**src/rtl/serial_subtractor.sv**
```systemverilog
// Multi-cycle ripple-borrow subtractor: diff = a - b - bin, DIGIT bits per clock, LSB slice first.
// Latency: start accepted at edge E -> done pulses after edge E+NSTEPS; one result per NSTEPS+1 cycles.
// Handshake: start is sampled only when busy=0; diff/bout/ovf hold until the next completion.
module serial_subtractor #(
  parameter int WIDTH = 8,
  parameter int DIGIT = 2
) (
  input  logic             clk,
  input  logic             rst_n,
  input  logic             start,
  input  logic [WIDTH-1:0] a,
  input  logic [WIDTH-1:0] b,
  input  logic             bin,
  output logic             busy,
  output logic             done,
  output logic [WIDTH-1:0] diff,
  output logic             bout,
  output logic             ovf
);

  localparam int NSTEPS = (DIGIT >= 1) ? (WIDTH / DIGIT) : 1;
  localparam int CW     = (NSTEPS > 1) ? $clog2(NSTEPS) : 1;

  generate
    if (WIDTH < 1 || DIGIT < 1 || DIGIT > WIDTH || (WIDTH % DIGIT) != 0) begin : g_bad_params
      $error("serial_subtractor: need 1 <= DIGIT <= WIDTH and WIDTH %% DIGIT == 0");
    end
  endgenerate

  typedef enum logic [1:0] {
    IDLE = 2'd0,
    RUN  = 2'd1,
    DONE = 2'd2
  } state_t;

  state_t           state, state_nxt;
  logic             accept, step, last;
  logic [WIDTH-1:0] op_a, op_b, acc, acc_nxt;
  logic             borrow;
  logic [CW-1:0]    cnt;
  logic [DIGIT-1:0] slice_d;
  logic             slice_b;
  logic             msb_bin;

  // State register.
  always_ff @(posedge clk or negedge rst_n) begin
    if (!rst_n) state <= IDLE;
    else        state <= state_nxt;
  end

  // Next state and handshake decode; start is only looked at when not running.
  always_comb begin
    state_nxt = state;
    busy      = 1'b0;
    done      = 1'b0;
    accept    = 1'b0;
    step      = 1'b0;
    last      = 1'b0;
    case (state)
      IDLE: begin
        if (start) begin
          accept    = 1'b1;
          state_nxt = RUN;
        end
      end
      RUN: begin
        busy = 1'b1;
        step = 1'b1;
        if (cnt == CW'(NSTEPS - 1)) begin
          last      = 1'b1;
          state_nxt = DONE;
        end
      end
      DONE: begin
        done = 1'b1;
        if (start) begin
          accept    = 1'b1;
          state_nxt = RUN;
        end else begin
          state_nxt = IDLE;
        end
      end
      default: state_nxt = IDLE;
    endcase
  end

  // One slice of subtraction; the extra top bit of the DIGIT+1 wide result is the borrow out.
  always_comb begin
    {slice_b, slice_d} = {1'b0, op_a[DIGIT-1:0]} - {1'b0, op_b[DIGIT-1:0]} - {{DIGIT{1'b0}}, borrow};
    acc_nxt            = (acc >> DIGIT) | (WIDTH'(slice_d) << (WIDTH - DIGIT));
  end

  // Borrow into the MSB: only meaningful on the last slice, where op_a/op_b hold the top bits.
  generate
    if (DIGIT == 1) begin : g_msb_single
      assign msb_bin = borrow;
    end else begin : g_msb_multi
      assign msb_bin = (op_a[DIGIT-2:0] < op_b[DIGIT-2:0]) ||
                       ((op_a[DIGIT-2:0] == op_b[DIGIT-2:0]) && borrow);
    end
  endgenerate

  // Operand/partial-result shifting and result capture on the final slice.
  always_ff @(posedge clk or negedge rst_n) begin
    if (!rst_n) begin
      op_a   <= '0;
      op_b   <= '0;
      acc    <= '0;
      borrow <= 1'b0;
      cnt    <= '0;
      diff   <= '0;
      bout   <= 1'b0;
      ovf    <= 1'b0;
    end else if (accept) begin
      op_a   <= a;
      op_b   <= b;
      acc    <= '0;
      borrow <= bin;
      cnt    <= '0;
    end else if (step) begin
      op_a   <= op_a >> DIGIT;
      op_b   <= op_b >> DIGIT;
      acc    <= acc_nxt;
      borrow <= slice_b;
      cnt    <= cnt + CW'(1);
      if (last) begin
        diff <= acc_nxt;
        bout <= slice_b;
        ovf  <= msb_bin ^ slice_b;
      end
    end
  end

endmodule

```
**config.mk**
```make
export PLATFORM = sky130hd
export DESIGN_NAME = serial_subtractor
export DESIGN_NICKNAME = d
export VERILOG_FILES = /design/src/rtl/serial_subtractor.sv
export SDC_FILE = /design/constraint.sdc
export NUM_CORES = 1
export LEC_CHECK = 0
export BUFFER_PORTS_ARGS = -buffer_cell sky130_fd_sc_hd__buf_2
export CORE_ASPECT_RATIO = 1.4
export CORE_MARGIN = 2
export CORE_UTILIZATION = 59
export CTS_CLUSTER_SIZE = 30
export DETAILED_ROUTE_END_ITERATION = 8
export PLACE_DENSITY = 0.9
export SLEW_MARGIN = 20
export SYNTH_ARGS = -nofsm -noshare
export SYNTH_HDL_FRONTEND = slang
export SYNTH_SLANG_ARGS = --single-unit
```
**constraint.sdc**
```tcl
create_clock -name clk -period 6.8 [get_ports clk]
set_input_delay 2.04 -clock clk [delete_from_list [all_inputs] [get_ports clk]]
set_output_delay 2.04 -clock clk [all_outputs]
set_load 0.02 [all_outputs]
```
# [Word level (Yosys, flattened, before mapping)]
# Cells that the tools add are included.
[totals] inputBits=20 reg_bits=39 word_cells=49 out_inout_bits=12
[classes] magnitude_cmp=1 n_addsub=3 bitwise=3 mux=20 n_reduce_logical=7 n_eq_ne=6
[op_table] operator="$mux W8" n=6
[op_table] operator="$mux W1" n=9
[op_table] operator="$mux W2" n=4
[op_table] operator="$or A6 B8 Y8" n=1
[op_table] operator="$pmux W2 S3" n=1
[op_table] operator="$eq A2 B2 Y1 const B" n=2
[op_table] operator="$ne A2 B2 Y1 const B" n=2
[op_table] operator="$reduce_and A3 Y1" n=1
[op_table] operator="$sub A2 B2 Y3" n=1
[op_table] operator="$sub A3 B1 Y3" n=1
[op_table] operator="$add A2 B1 Y2 const B" n=1
[op_table] operator="$eq A2 B1 Y1 const B" n=1
[op_table] operator="$logic_not A2 Y1" n=1
[op_table] operator="$reduce_and A2 Y1" n=1
[op_table] operator="$reduce_bool A2 Y1" n=1
[op_table] operator="$reduce_or A2 Y1" n=1
[op_table] operator="$eq A1 B1 Y1" n=1
[op_table] operator="$logic_and A1 B1 Y1" n=1
[op_table] operator="$logic_or A1 B1 Y1" n=1
[op_table] operator="$lt A1 B1 Y1" n=1
[op_table] operator="$not A1 Y1" n=1
[op_table] operator="$xor A1 B1 Y1" n=1

# [Depth between registers and ports, before layout]
# Gate-level depths: netlist (run 1).
[depth] ltp_word=5 depth_mapped=8 ltp_nobuf=8

# [Least setup slack after synthesis (run 1)]
# Ideal clock, no wire load.
[synth_path] path_type="flip-flop to output port" start="reg state[1]" end="out done" required_ps=4760 n_path_buf=2 arrival_ps=1019 path_slack_ps=3741 stages_incl_launch_ff=4 path_cell_list="dfrtp_1 buf_6 buf_2 nor2b_1"
[synth_via] elab_chain_len=2
[synth_rtl] item="start: declaration" line="36" rtl="state_t state, state_nxt;"
[synth_rtl] item="start signal: assignment" line="48" rtl="else state <= state_nxt;"
[synth_rtl] item="$eq A2 B2 Y1" line="59" rtl="case (state)"
[synth_rtl] item="$mux W1" line="59"
[synth_rtl] item="end: declaration" line="15" rtl="output logic done,"
# No other way between the ends.

# [Worst setup path after layout (run 1)]
[layout_path] start="reg state[0]" end="out busy"
[layout_via] elab_chain_len=2
[layout_rtl] item="$eq A2 B1 Y1" line="59"
[layout_rtl] item="$mux W1" line="59"
[layout_rtl] item="end: declaration" line="14" rtl="output logic busy,"
# No other way between the ends.

==> flow_summary.yaml, run 1 <==
clocking:
  ctsResizeCount: 0
  clk_latency_ns: 0.29
  cts.sinks: 37
  numCtsBuffers: 5
  cts_max_path_buffers: 2
  cts_setup_buffers: 0
  cts_tree: "yes"
  htree_levels: 2
  clkTransAtPathRegs_ns: 0.07
  clockRootBuffer: "clkbuf_8"
  cts_hold_buf: 0
run:
  cap_violations: 0
logic_synthesis:
  synth_seq_cells: 37
  ys.warnings.count: 0
  synthTopCellsByArea: "dfrtp_1 49%, mux2i_1 8.5%, mux2_2 5.4%"
  synth_top_area_share: 0.4914
  ys_seq_area_frac: 0.4914
  syn_area_per_cell_um2: 11.93
  synthesis.nets: 183
  netlist_instances: 158
  synth_cell_types: 25
  syn_area_um2: 1884
  synth_area_leader_cell: "dfrtp_1"
place:
  dpl.hpwl_mm: 2.217
  place_area_um2: 2029
  place.gp.congestion: 0.7385
  pre_cts_slack_ns: 3.520
  numPortBuffers: 31
  dp.cells: 218
die:
  die_h_um: 70.87
  coreArea_um2: 3093
  die-area_um2: 3668
  ioPinCount: 32
  initial_utilization: 0.6092
  die_w_um: 51.76
  rows: 24
sta:
  skew_ns: 0.001970
  timing.hold.ws_ns: 0.4799
  setup_tns_ns: 0
  setup_violations: 0
  min_period_over_period: 0.5252
  worstMarginPinSlew_ns: 0.7810
  finalHoldViolCount: 0
  final.min_clock_period_ns: 3.572
  rsz0062_at_grt: "false"
  report.final.slew_viol_count: 0
  maxSlewHeadroom: 0.4793
  layout_setup_ws_ns: 3.228
  fmax_mhz: 280.0
power:
  pwr-share-clk: 0.152
  combPwrFrac: 0.492
  p_per_area_nw_per_um2: 515.8
  power.internal_mw: 0.6879
  p_sw_mw: 0.4111
  irDropWorstVdd_v: 0.0002748
  seq_power_share: 0.356
  leakage_nw: 1.015
  report.power.total_mw: 1.099
  swShare: 0.3741
cells_and_area:
  drive_above_1_share: 0.3048
  final_net_count: 211
  register_area_um2: 925.9
  antenna_cells: 0
  fin_cells: 226
  fillers: 224
  multi_input_area_um2: 865.8
  area_growth_pct: 13.08
  utilization: 0.6889
  final_area_um2: 2131
detailed_routing:
  ant_nets: 0
  routed_via_density: 5.588
  drt_iter0_drc: 14
  vias: 1263
  wl_per_cell_um: 14.35
  drc: 0
  wl_mm: 3.243
  dr.pass1.iters: 4
min_path:
  hold_class: "reg -> reg"
run_status:
  status: "complete, no violations"
global_routing:
  grt_max_degree: 46
  grtUsageTotal: 0.2120
  met1_usage: 0.2415
  grt_pass1_vias: 1343
  grt_pass1_wl_mm: 5.747
  antenna_found_initial: 0
  busiest_layer: "met2"
  grtUsageMet2: 0.3533
  grtUsageMet3: 0.05907
  grt_overflow: 0
setup_path:
  crit_type: "reg -> out"
  critical_path_required_ns: 4.76
  worstPathMaxFanout: 45
  cp-start-kind: "flop"
  worstPathArrival_ns: 1.53
  endpoint_kind: "primary output"
## worst max-delay path, cell delays in order, from the launching register on
cell,delay (ns)
dfrtp_1,0.32
buf_4,0.37
nor2b_1,0.32
buf_2,0.22
## power by group through the flow
stage / clock network (mW) / logic, mW / registers (mW)
finish: 0.167 / 0.541 / 0.391
floorplan: 0 / 0.416 / 0.409
CTS: 0.172 / 0.547 / 0.391
detailed placement: 0 / 0.543 / 0.395
global route: 0.180 / 0.610 / 0.403
global placement: 0 / 0.514 / 0.386
## cells by family after synthesis
group	count (synthesis)	synth area share
muxes	30	0.1786
xor gates and xnor gates	3	0.01395
buffers and inverters	17	0.04913
and+or+nand+nor	25	0.08234
DFF	37	0.4914
adders and majority gates	5	0.04117
AOI/OAI and AO/OA	41	0.1434
## worst paths after layout
| check | depth (start not counted) | endpoint | startpoint | slack [ns] |
|---|---|---|---|---|
| worst max-delay path | 3 | busy | state[0]$_DFFE_PN0P_ | 3.23 |
| worst min-delay path | 2 | ovf$_DFFE_PN0P_ | ovf$_DFFE_PN0P_ | 0.48 |
| worst max register to register | 7 | acc[7]$_DFFE_PN0P_ | op_a[0]$_DFFE_PN0P_ | 4.24 |
| worst min register to register | 2 | ovf$_DFFE_PN0P_ | ovf$_DFFE_PN0P_ | 0.48 |
| max in group asynchronous | 1 | op_a[5]$_DFFE_PN0P_ | rst_n | 4.48 |
| min in group asynchronous | 1 | diff[3]$_DFFE_PN0P_ | rst_n | 1.83 |
## sequential cells by signal, indices dropped and copies added, names as in the netlist
signal,cells
op_a,8
op_b,8
diff,8
cnt,2
bout,1
state,2
ovf,1
borrow,1
acc,6
## placed cells by master, fill, tap and decap left out, drive strengths merged
cell type	count
ha	3
a22o	8
xnor2	2
fa	2
nor2b	15
buf	33
mux2i	16
mux2	14
a21oi	13
xor2	1
clkinv	1
clkbuf	7
or2	1
dfrtp	37
nand2	2
inv	5
nor2	2
nand3	4
o21ai	6
a21o	1
a211oi	13
nand3b	1
## cell usage after synthesis
| cell type | instances |
|---|---|
| nand3b_4 | 1 |
| nor2_1 | 2 |
| buf_1 | 1 |
| a21o_1 | 1 |
| buf_4 | 2 |
| nor2b_1 | 15 |
| or2_2 | 1 |
| ha_1 | 3 |
| fa_1 | 2 |
| buf_6 | 2 |
| dfrtp_1 | 37 |
| xor2_1 | 1 |
| mux2_2 | 9 |
| a21oi_1 | 13 |
| xnor2_1 | 2 |
| clkbuf_1 | 2 |
| nand2_1 | 2 |
| a22o_1 | 8 |
| o21ai_0 | 6 |
| inv_1 | 5 |
| nand3_1 | 4 |
| a211oi_1 | 13 |
| mux2_4 | 5 |
| mux2i_1 | 16 |
| buf_2 | 5 |
## routing by layer
metal | vias up | wire length [µm]
met3 | 7 | 144
met1 | 604 | 1438
met2 | 32 | 1583
met4 | 0 | 77
met5 | - | 0
li1 | 620 | -
## layout make-up
class,count,share of cell area
timing repair buffer,33,0.07986
clock buffer,7,0.04521
clock inverter,1,0.002349
inverter,5,0.008808
tap,39,0.02290
multi-input combinational,104,0.4063
sequential,37,0.4345
Note: power is estimated with default switching activity, not from simulation.
==> run 2: changes to the inputs <==
Settings changed: CORE_UTILIZATION 59 to 55, PLACE_DENSITY 0.9 to 0.85.
Clock period 6.8 ns to 3.4 ns, I/O delays scaled along.
==> run 2 against run 1 <==
Effect of this change: setup slack got worse by 2.4 ns; count of clock-buffer cells in the layout stayed put; critical path type unchanged; non-clock buffer count unchanged.
==> flow_summary.yaml, run 2 (synthesized netlist as in run 1, its figures left out) <==
setup_path:
  worstPathMaxFanout: 21
  crit_type: "reg -> out"
  slowest_delay_ns: 0.75
  cp_top_family: "flip-flops"
  endpoint_kind: "primary output"
  critical_path_required_ns: 2.38
  worstPathArrival_ns: 1.57
  crit_chain: "nor2b_1 -> buf_2"
  cp-start-kind: "flop"
  cp_num_buf_inv: 1
  critPathSlowestCell: "dfrtp_1"
global_routing:
  grt_pass1_vias: 1271
  grt_max_degree: 38
  antenna_found_initial: 0
  grt_pass1_wl_mm: 5.644
  grtUsageTotal: 0.2001
  grt_overflow: 0
run_status:
  status: "complete, no violations"
clocking:
  cts.sinks: 37
  clkTransAtPathRegs_ns: 0.07
  numCtsBuffers: 5
  cts_tree: "yes"
  cts_setup_buffers: 0
  htree_levels: 2
  ctsResizeCount: 0
  cts_max_path_buffers: 2
  cts_hold_buf: 0
  clk_latency_ns: 0.29
  clockRootBuffer: "clkbuf_8"
die:
  die_h_um: 73.26
  die_w_um: 53.47
  initial_utilization: 0.5683
  ioPinCount: 32
  die-area_um2: 3917
  coreArea_um2: 3316
  rows: 25
sta:
  setup_violations: 0
  report.final.slew_viol_count: 0
  rsz0062_at_grt: "false"
  final.min_clock_period_ns: 2.592
  setup_tns_ns: 0
  finalHoldViolCount: 0
  worstMarginPinSlew_ns: 0.8109
  maxSlewHeadroom: 0.4594
  fmax_mhz: 385.8
  min_period_over_period: 0.7624
  skew_ns: 0.003383
place:
  place.gp.congestion: 0.7314
  dpl.hpwl_mm: 2.304
  numPortBuffers: 31
  dp.cells: 219
detailed_routing:
  vias: 1259
  drc: 0
  highest_layer: "met4"
  route.met3.wl_um: 153
  ant_nets: 0
  met2_length_mm: 1.671
  drt_iter0_drc: 17
  dr.pass1.iters: 4
  wl_mm: 3.306
  routed_via_density: 5.546
  routedLengthMet1_mm: 1.412
  wl_per_cell_um: 14.56
cells_and_area:
  layout_common_cells: "37 x dfrtp_1, 31 x buf_2, 16 x mux2i_1, 15 x nor2b_1"
  antenna_cells: 0
  final_net_count: 211
  drive_above_1_share: 0.3048
  reg_top3: "diff x8, op_a x8, op_b x8"
  area_growth_pct: 13.15
  final_common_cell: "dfrtp_1"
  fin_cells: 227
run:
  cap_violations: 0
min_path:
  hold_class: "reg -> reg"
power:
  report.power.total_mw: 2.184
  p_per_area_nw_per_um2: 1024
  irDropWorstVdd_v: 0.0006149
  leakage_nw: 1.015
-- run 2: cell counts in the layout (fill, tap and decap cells not counted) --
Identical to the previous run, type by type.
-- run 2: through the flow --
| stage | worst slack (ns) | cell area, µm² | hold slack, ns | utilization |
|---|---|---|---|---|
| global placement | 0.9406 | 2031 | 0.4599 | 0.6125 |
| CTS | 0.8023 | 2132 | 0.4899 | 0.6430 |
| detailed placement | 0.8495 | 2031 | 0.4731 | 0.6125 |
| global route | 0.6904 | 2132 | 0.5139 | 0.6430 |
| finish | 0.8078 | 2132 | 0.4875 | 0.6430 |
| floorplan | 0.9588 | 1884 | 0.4800 | - |
-- run 2: worst min-delay path, delay by kind of cell, from the launching register on --
family / cells / cell delay [ns]
flip-flops: 1 / 0.34
AO/OA/AOI/OAI: 1 / 0.06
AND/OR/NAND/NOR: 1 / 0.05
-- run 2: metal layers --
metal,vias to the layer above,track usage
li1,615,-
met1,607,0.2362
met2,32,0.3292
met3,5,0.05691
met4,0,0.09402
met5,-,0
-- run 2: final timing paths --
path | from | endpoint | slack (ns) | depth (start not counted)
max | state[0]$_DFFE_PN0P_ | busy | 0.81 | 2
min | bout$_DFFE_PN0P_ | bout$_DFFE_PN0P_ | 0.49 | 2
max reg2reg | op_a[0]$_DFFE_PN0P_ | acc[7]$_DFFE_PN0P_ | 0.86 | 7
min reg2reg | bout$_DFFE_PN0P_ | bout$_DFFE_PN0P_ | 0.49 | 2
max in group asynchronous | rst_n | op_a[1]$_DFFE_PN0P_ | 2.07 | 1
min in group asynchronous | rst_n | diff[3]$_DFFE_PN0P_ | 0.82 | 1
-- run 2: layout make-up --
| type | count | area, µm² |
|---|---|---|
| Fill cell | 276 | 1184 |
| Sequential cell | 37 | 925.9 |
| Multi-Input combinational cell | 104 | 865.8 |
| Timing Repair Buffer | 33 | 170.2 |
| Clock buffer | 7 | 96.34 |
| Tap cell | 40 | 50.05 |
| Inverter | 5 | 18.77 |
| Clock inverter | 1 | 5.005 |
-- run 2: where the power goes --
part | internal, mW | switching (mW) | total [mW] | leakage (nW)
Sequential | 0.643 | 0.183 | 0.826 | 0.460
Combinational | 0.547 | 0.480 | 1.03 | 0.500
Clock | 0.183 | 0.148 | 0.331 | 0.0542
Total | 1.37 | 0.810 | 2.18 | 1.01
==> run 3: changes to the inputs <==
Clock period 3.4 ns to 2.4 ns, I/O delays scaled along.
==> run 3 against run 2 <==
Effect of this change: via count rose by 4.0%; the run now ends with setup timing left; sequential cell count did not move; routed wire length rose by 11%; critical path depth rose by 6; count of clock-buffer cells in the layout did not move; largest cell class unchanged; non-clock buffer count rose by 5; sequential share of layout area fell by 1.3 points; final cell count rose by 2.2%; clock skew rose by 0.0021 ns; first-iteration DRC count rose by 12%; power rose by 57%; critical path type is now reg -> reg.
==> flow_summary.yaml, run 3 (synthesized netlist as in run 1, its figures left out) <==
setup_path:
  crit_type: "reg -> reg"
  endpoint_kind: "flop"
  worstPathArrival_ns: 2.65
  critical_path_required_ns: 2.58
  cp_num_buf_inv: 2
  crit_chain: "inv_2 -> fa_1 -> inv_1 -> ha_2 -> or2_4 -> fa_2 -> mux2_4 -> a22o_1"
  critPathSlowestCell: "fa_1"
  worstPathMaxFanout: 2
  cp_top_family: "adder cells"
  cp-start-kind: "flop"
  slowest_delay_ns: 0.58
die:
  ioPinCount: 32
  initial_utilization: 0.5683
  coreArea_um2: 3316
  die_h_um: 73.26
  die_w_um: 53.47
  die-area_um2: 3917
  rows: 25
power:
  seq_power_share: 0.325
  p_per_area_nw_per_um2: 1563
  power.internal_mw: 2.176
  combPwrFrac: 0.512
  swShare: 0.3663
  p_sw_mw: 1.258
  irDropWorstVdd_v: 0.0008960
  leakage_nw: 1.042
  pwr-share-clk: 0.163
sta:
  maxSlewHeadroom: 0.4562
  report.final.slew_viol_count: 0
  skew_ns: 0.005464
  rsz0062_at_grt: "true"
  timing.hold.ws_ns: 0.4858
  finalHoldViolCount: 0
  setup_violations: 2
  final.min_clock_period_ns: 2.464
  fmax_mhz: 405.8
  layout_setup_ws_ns: -0.06441
  min_period_over_period: 1.027
  worstMarginPinSlew_ns: 0.8158
cells_and_area:
  utilization: 0.6623
  final_net_count: 216
  area_growth_pct: 16.53
  layout_common_cells: "37 x dfrtp_1, 31 x buf_2, 16 x mux2i_1, 15 x nor2b_1"
  drive_above_1_share: 0.3385
  reg_top3: "diff x8, op_a x8, op_b x8"
  antenna_cells: 0
  final_common_cell: "dfrtp_1"
clocking:
  clk_latency_ns: 0.29
  htree_levels: 2
  clkTransAtPathRegs_ns: 0.07
  numCtsBuffers: 5
  clockRootBuffer: "clkbuf_8"
  cts_tree: "yes"
  cts_max_path_buffers: 2
  cts_hold_buf: 0
  cts.sinks: 37
global_routing:
  grt_pass1_vias: 1324
  grt_max_degree: 42
  antenna_found_initial: 0
  met1_usage: 0.2680
  grt_overflow: 0
  grtUsageMet3: 0.05488
  grtUsageMet2: 0.3374
  grtUsageTotal: 0.2103
  grt_pass1_wl_mm: 5.940
  busiest_layer: "met2"
run_status:
  violations: "setup timing"
  status: "finished, violations left"
min_path:
  hold_class: "reg -> reg"
run:
  cap_violations: 0
detailed_routing:
  wl_mm: 3.657
  wl_per_cell_um: 15.76
  vias: 1309
  drt_iter0_drc: 19
  routed_via_density: 5.642
  ant_nets: 0
  drc: 0
  dr.pass1.iters: 4
place:
  dpl.hpwl_mm: 2.520
  numPortBuffers: 31
  place.gp.congestion: 0.7565
-- run 3: cell type report --
| class | instances | area, µm² |
|---|---|---|
| timing repair buffer | 38 | 207.7 |
| clock inverter | 1 | 30.03 |
| multi-input combinational | 104 | 877.1 |
| fill | 266 | 1120 |
| clock buffer | 7 | 86.33 |
| inverter | 5 | 18.77 |
| tap | 40 | 50.05 |
| sequential | 37 | 925.9 |
-- run 3: layer usage --
metal	vias to the layer above	part of all wire
li1	628	-
met4	0	0.013
met3	4	0.036
met5	-	0
met1	648	0.43
met2	29	0.52
-- run 3: path summary, 6_finish.rpt --
check,start,end,slack [ns],cells past startpoint
max in group asynchronous,rst_n,op_a[1]$_DFFE_PN0P_,1.36,1
setup / recovery,borrow$_DFFE_PN0P_,acc[7]$_DFFE_PN0P_,-0.06,8
min in group asynchronous,rst_n,diff[3]$_DFFE_PN0P_,0.52,1
hold / removal,ovf$_DFFE_PN0P_,ovf$_DFFE_PN0P_,0.49,2
setup reg to reg,borrow$_DFFE_PN0P_,acc[7]$_DFFE_PN0P_,-0.06,8
hold reg to reg,ovf$_DFFE_PN0P_,ovf$_DFFE_PN0P_,0.49,2
-- run 3: power by group through the flow --
stage,logic (mW),registers (mW),clock network (mW)
global route,1.92,1.15,0.596
global placement,1.53,1.10,0
detailed placement,1.66,1.13,0
finish,1.76,1.12,0.561
floorplan,1.23,1.16,0
CTS,1.74,1.11,0.570
-- run 3: worst reg2reg max path: stages (launching register included) --
cell	delay, ns
dfrtp_1	0.36
inv_2	0.05
fa_1	0.58
inv_1	0.06
ha_2	0.17
or2_4	0.23
fa_2	0.43
mux2_4	0.28
a22o_1	0.20
-- run 3: repair_timing --
action / 4_1_cts / 5_1_grt
endpoints found under the setup margin: 2 / 3
hold endpoints to repair: 0 / 0
resized for setup: 2 / 1
buffers inserted: 1 / 0
pin swaps: 2 / 1
-- run 3: through the flow --
stage                     instances  setup TNS [ns]  total power, mW  cell area [µm²]  worst slack, ns
after floorplan                 158       -0.005520            2.390             1891        -0.005520
after global placement          223        -0.02024            2.631             2067         -0.02024
after detailed placement        223         -0.1760            2.786             2067          -0.1434
after CTS                       232         -0.1114            3.428             2193         -0.08417
after global routing            232         -0.1932            3.667             2196          -0.1331
final                           232        -0.07097            3.433             2196         -0.06441
